[config.mk]
export PLATFORM = sky130hd
export DESIGN_NAME = uart_tx_fifo
export DESIGN_NICKNAME = d
export VERILOG_FILES = /design/src/rtl/uart_tx_fifo.sv
export SDC_FILE = /design/constraint.sdc
export NUM_CORES = 1
export LEC_CHECK = 0
export ABC_AREA = 1
export BUFFER_PORTS_ARGS = -buffer_cell sky130_fd_sc_hd__buf_2
export CAP_MARGIN = 20
export CORE_MARGIN = 2
export CORE_UTILIZATION = 46
export DETAILED_ROUTE_END_ITERATION = 8
export GPL_ROUTABILITY_DRIVEN = 0
export GPL_TIMING_DRIVEN = 0
export MAX_ROUTING_LAYER = met4
export PLACE_DENSITY_LB_ADDON = 0.08
export SLEW_MARGIN = 25
export SYNTH_ARGS = -nofsm -noshare
export SYNTH_HDL_FRONTEND = slang
export SYNTH_SLANG_ARGS = --single-unit
export TNS_END_PERCENT = 1
[constraint.sdc]
create_clock -name CLK -period 1.9 [get_ports CLK]
set_input_delay 0.285 -clock CLK [delete_from_list [all_inputs] [get_ports CLK]]
set_output_delay 0.285 -clock CLK [all_outputs]
set_load 0.05 [all_outputs]
[src/rtl/uart_tx_fifo.sv]
// Transmit-side byte FIFO feeding a UART transmitter's wen/din/rdy handshake.
// Bytes enter at up to one per clock and drain one frame at a time in strict order.
module uart_tx_fifo #(
   parameter int DW = 8,
   parameter int AW = 4
) (
   input  logic          CLK,
   input  logic          RST,
   input  logic          wr_en,
   input  logic [DW-1:0] wr_data,
   output logic          full,
   output logic          empty,
   output logic [AW:0]   count,
   output logic          overflow,
   output logic          tx_wen,
   output logic [DW-1:0] tx_din,
   input  logic          tx_rdy
);

   localparam int          DEPTH   = 1 << AW;
   localparam logic [AW:0] DEPTH_C = (AW+1)'(DEPTH);

   typedef enum logic [1:0] {IDLE, SEND, HOLD} state_t;

   state_t        state, state_nxt;
   logic [DW-1:0] mem [DEPTH];
   logic [AW-1:0] wptr, rptr;
   logic [AW:0]   count_nxt;
   logic          wr_ok, launch;

   // full is the registered value, so a pop in the same cycle cannot make room
   assign wr_ok = wr_en & ~full;

   always_comb begin
      state_nxt = state;
      launch    = 1'b0;
      case (state)
         IDLE: if (!empty && tx_rdy) begin
            launch    = 1'b1;
            state_nxt = SEND;
         end
         SEND: if (tx_rdy) state_nxt = HOLD;
         // wait out the frame so one accepted byte never launches twice
         HOLD: if (tx_rdy) state_nxt = IDLE;
         default: state_nxt = IDLE;
      endcase
   end

   always_comb begin
      count_nxt = count;
      if (wr_ok && !launch)      count_nxt = count + 1'b1;
      else if (!wr_ok && launch) count_nxt = count - 1'b1;
   end

   always_ff @(posedge CLK) begin
      if (wr_ok) mem[wptr] <= wr_data;
   end

   always_ff @(posedge CLK) begin
      if (RST) begin
         state    <= IDLE;
         wptr     <= '0;
         rptr     <= '0;
         count    <= '0;
         full     <= 1'b0;
         empty    <= 1'b1;
         overflow <= 1'b0;
         tx_wen   <= 1'b0;
         tx_din   <= '1;
      end else begin
         state  <= state_nxt;
         count  <= count_nxt;
         full   <= (count_nxt == DEPTH_C);
         empty  <= (count_nxt == '0);
         tx_wen <= (state_nxt == SEND);
         if (wr_ok) wptr <= wptr + 1'b1;
         if (wr_en && full) overflow <= 1'b1;
         if (launch) begin
            rptr   <= rptr + 1'b1;
            tx_din <= mem[rptr];
         end
      end
   end

endmodule

# --- After elaboration in Yosys (flattened, before gate mapping) ---
# Memories as Yosys holds them, arrays and structs flattened. A register that Yosys moved wholly into a read port is not among the register bits.
# Index checks and enable logic that the tools add are counted.
# W data, S select, Z words.
totals:
  ff_bits: 19
  elab_cells: 38
  ram_bits: 128
  out_inout_bits: 17
  mem_count: 1
mem_list:
  columns: ["memory", "words", "word_bits", "read_ports", "rd_ports_with_merged_regs", "write_ports", "line_no", "rtl"]
  rows:
  - ["mem", 16, 8, 1, 1, 1, "26", "logic [DW-1:0] mem [DEPTH];"]
classes:
  add_sub_neg: 4
  mux: 10
  n_eq_ne: 4
  n_bitwise: 2
  n_reduce_logical: 9
op_table:
  columns: ["cell", "n"]
  rows:
  - ["$mux W5", 2]
  - ["$add A4 B1 Y4 const B", 2]
  - ["$mux W2", 3]
  - ["$pmux W2 S3", 1]
  - ["$add A5 B1 Y5 const B", 1]
  - ["$eq A5 B5 Y1 const B", 1]
  - ["$logic_not A5 Y1", 1]
  - ["$sub A5 B1 Y5 const B", 1]
  - ["$eq A2 B1 Y1 const B", 2]
  - ["$logic_and A1 B1 Y1", 4]
  - ["$mux W1", 4]
  - ["$logic_not A1 Y1", 3]
  - ["$eq A2 B2 Y1 const B", 1]
  - ["$logic_not A2 Y1", 1]
  - ["$and A1 B1 Y1", 1]
  - ["$not A1 Y1", 1]

# --- Longest topological paths before layout ---
logic_depth:
  depth_word: 8
  depth_mapped: 11

# --- Least setup slack after synthesis ---
# Ideal clock, no wire load.
synth_path:
  kind: "flip-flop to flip-flop"
  start: "reg full"
  end: "mem mem[0][0], enable pin"
  setup_ps: 370
  path_stages_with_launch: 6
  required_time_ps: 1530
  synth_period_minus_slack_ps: 1686
  setup_slack_ps: 214
  n_path_buf: 0
  arrival_time_ps: 1316
  cell_sequence: "dfxtp_1 -> inv_1 -> nand2_2 -> inv_2 -> nand2_1 -> nor2_1"
synth_via:
  elab_chain_cells: 4
synth_lines:
  columns: ["element", "line_no", "rtl"]
  rows:
  - ["start: declaration", "11", "output logic full,"]
  - ["start signal: assignment", "73", "full <= (count_nxt == DEPTH_C);"]
  - ["$not A1 Y1", "32", "assign wr_ok = wr_en & ~full;"]
  - ["$and A1 B1 Y1", "32", null]
  - ["$mux W1", "56", "if (wr_ok) mem[wptr] <= wr_data;"]
  - ["$mux W1 (not written as such)", "56", null]
  - ["end: declaration", "26", null]
# No other way between the ends.

# --- Worst setup path in the final report ---
layout_path:
  start: "reg full"
  end: "mem mem[0][5], enable pin"
# The elaborated chain is that of the path after synthesis.

==> results.cfg <==
[status]
status = finished, violations left
violations = setup timing

[sta]
period_minus_slack_ns = 1.95
max_slew.worst_pin.slew_ns = 0.816
setup_viol = 16
relSlewSlack = 0.454
hold_violations = 0
finClkSkew_ns = 0.00445
rsz0062_at_grt = true
min_period_over_period = 1.03
setup_slack_ns = -0.0541
finalMaxSlewViolations = 0
clock.fmax_mhz = 512
hold_ws_ns = 0.110

[yosys]
async_flop_share = 0
synth_edf_count = 128
ys_types = 29
ys_ff_latch = 155
syn_inst = 608
syn_nets = 627
yosysMostFrequentCell = nor2_1
synth_top_cells_by_area = edfxtp_1 (59%), dfxtp_1 (8.3%), nor2_1 (7.4%)
netlist_area_sq_um = 6510
ys_seq_area_frac = 0.674
yosys.area.top_type = edfxtp_1
synth_top_cell_area_share = 0.591
syn-mean-instance-area_sq_um = 10.7
ys_warn_count = 0
synthFlopType = edfxtp_1
synthTopCellsByCount = nor2_1 (129), edfxtp_1 (128), nand2_1 (95)

[clock_tree]
max-clock-path-buffers = 2
cts_buffers = 17
clock-sinks = 155
clkLatencyLatePin_ns = 0.43
cts_tree = yes
path_clk_slew_ns = 0.06
cts_hold_buf = 0
htree_num_levels = 4
cts_root_buffer = clkbuf_16
cts_setup_buffers = 0

[power_and_ir_drop]
power.density_nw_per_um2 = 1240
combPwrFrac = 0.193
p_sw_frac = 0.291
ir_drop_mv = 0.611
seqPwrFrac = 0.421
netSwitchingPower_mw = 2.74
clkPwrFrac = 0.386
p_leak_nw = 2.80
p_int_mw = 6.65

[setup_path]
critPathRequiredTime_ns = 1.95
cp.arrival_ns = 2.01
start_kind = flip-flop
path_class = reg -> reg
cp_max_fo = 8
cp-end-kind = flip-flop

[grt]
grt_usage = 0.248
antenna_found_initial = 0
grt_pass1_wl_um = 25600
grt_max_degree = 17
grt_pass1_vias = 4407
grt_overflow = 0

[drt]
vias = 4609
avgViaCountPerCell = 5.44
ant_nets = 0
wl_per_cell_um = 20.1
routed_wl_um = 17000
dr.pass1.iters = 5
drcViolationCount = 0
drt_iter0_markers = 493

[final_layout]
drive_gt1_frac = 0.166
register_area_sq_um = 4390
final_util = 0.545
multi_input_area_sq_um = 1860
finish.net_count = 674
diodes = 0
fillers = 1207
instances_no_fill = 848
syn_to_final_growth_pct = 15.8

[placement]
pre_cts_ws_ns = -0.118
hpwl_um = 11600
dp.cells = 816
portBuffers = 28

[floorplanning]
core_sq_um = 13800
std_cell_rows = 43
start_util = 0.471
die_h_um = 123
design.die.area_sq_um = 15100
io-pin-count = 29
die_w_um = 123

[run]
drv_cap = 0

[min_path]
hold_class = in -> reg
repair_timing:
item	CTS	global route
pin swaps	0	0
setup endpoints to repair	51	98
gates resized for setup	4	11
layout make-up:
| type | instances | share of cell area |
|---|---|---|
| plain buffers | 29 | 0.0232 |
| clock buffers | 17 | 0.0564 |
| clock inverters | 15 | 0.0271 |
| inverters | 32 | 0.0163 |
| multi-input cells | 392 | 0.247 |
| flip-flops and latches | 155 | 0.582 |
| well taps | 180 | 0.0299 |
| repair buffers | 28 | 0.0186 |
worst max-delay path: stages (launching register included):
cell,delay [ns]
dfxtp_1,0.32
inv_1,0.06
nand2_2,0.13
inv_2,0.17
nand2_1,0.21
nor2_1,0.68
flip-flops by register name, indices dropped and copies added (netlist names), 2 cells and up:
name	cells
state	2
mem	128
tx_din	8
wptr	4
count	5
rptr	4
layout by cell type (no fill, tap or decap), types with 2 or more instances in the layout:
master      Yosys  final
a21oi_1        16     16
buf_2          12     40
buf_4           5      5
buf_6           4      4
bufinv_16       0      5
clkbuf_1        6      6
clkbuf_16       0     17
clkbuf_2        2      2
clkinv_1        0      4
clkinv_2        0      3
clkinvlp_4      0      2
dfxtp_1        27     26
edfxtp_1      128    128
ha_1            7      7
inv_1          25     25
inv_2           6      6
nand2_1        95     95
nand2_2         4      4
nand3_1        57     57
nor2_1        129    115
nor2_2          2     16
nor3_1          3      3
o211ai_1       14     14
o21ai_0        45     45
o21ai_1        12     12
per-stage QoR:
stage               area (sq um)  total power, mW  TNS [ns]
finish                      7540             9.38    -0.540
detailed placement          6870             5.82     -2.51
global placement            6870             5.79     -2.15
floorplan                   6510             5.26         0
CTS                         7510             9.41     -1.13
global route                7540             9.74     -3.02
power groups by stage:
stage | clock network (mW) | registers [mW] | logic (mW)
3_3_place_gp | 0 | 4.01 | 1.78
4_1_cts | 3.65 | 3.95 | 1.81
3_5_place_dp | 0 | 4.02 | 1.80
2_1_floorplan | 0 | 4.26 | 1.00
5_1_grt | 3.76 | 3.97 | 2.02
6_report | 3.62 | 3.95 | 1.81
metal layers:
metal / track usage / vias up / wire [um]
li1: - / 2188 / -
met1: 0.336 / 2213 / 7610
met2: 0.371 / 183 / 7910
met3: 0.0457 / 25 / 1120
met4: 0.101 / 0 / 388
met5: - / - / 0
logic make-up after synthesis:
kind of cell,Yosys count,synth area share
AND/OR/NAND/NOR,296,0.192
adder cells (fa/ha/maj),7,0.0135
XOR/XNOR,1,0.00135
flip-flops,155,0.674
buffers and inverters,61,0.0458
AO/OA/AOI/OAI,88,0.0733
path summary, 6_finish.rpt:
| kind | from | endpoint | slack, ns | cells past startpoint |
|---|---|---|---|---|
| hold / removal | wr_en | overflow | 0.11 | 3 |
| hold reg to reg | tx_din[2] | tx_din[2] | 0.47 | 2 |
| setup / recovery | full | mem[0][5] | -0.05 | 5 |
| setup reg to reg | full | mem[0][5] | -0.05 | 5 |
Note: power is estimated with default switching activity, not from simulation.
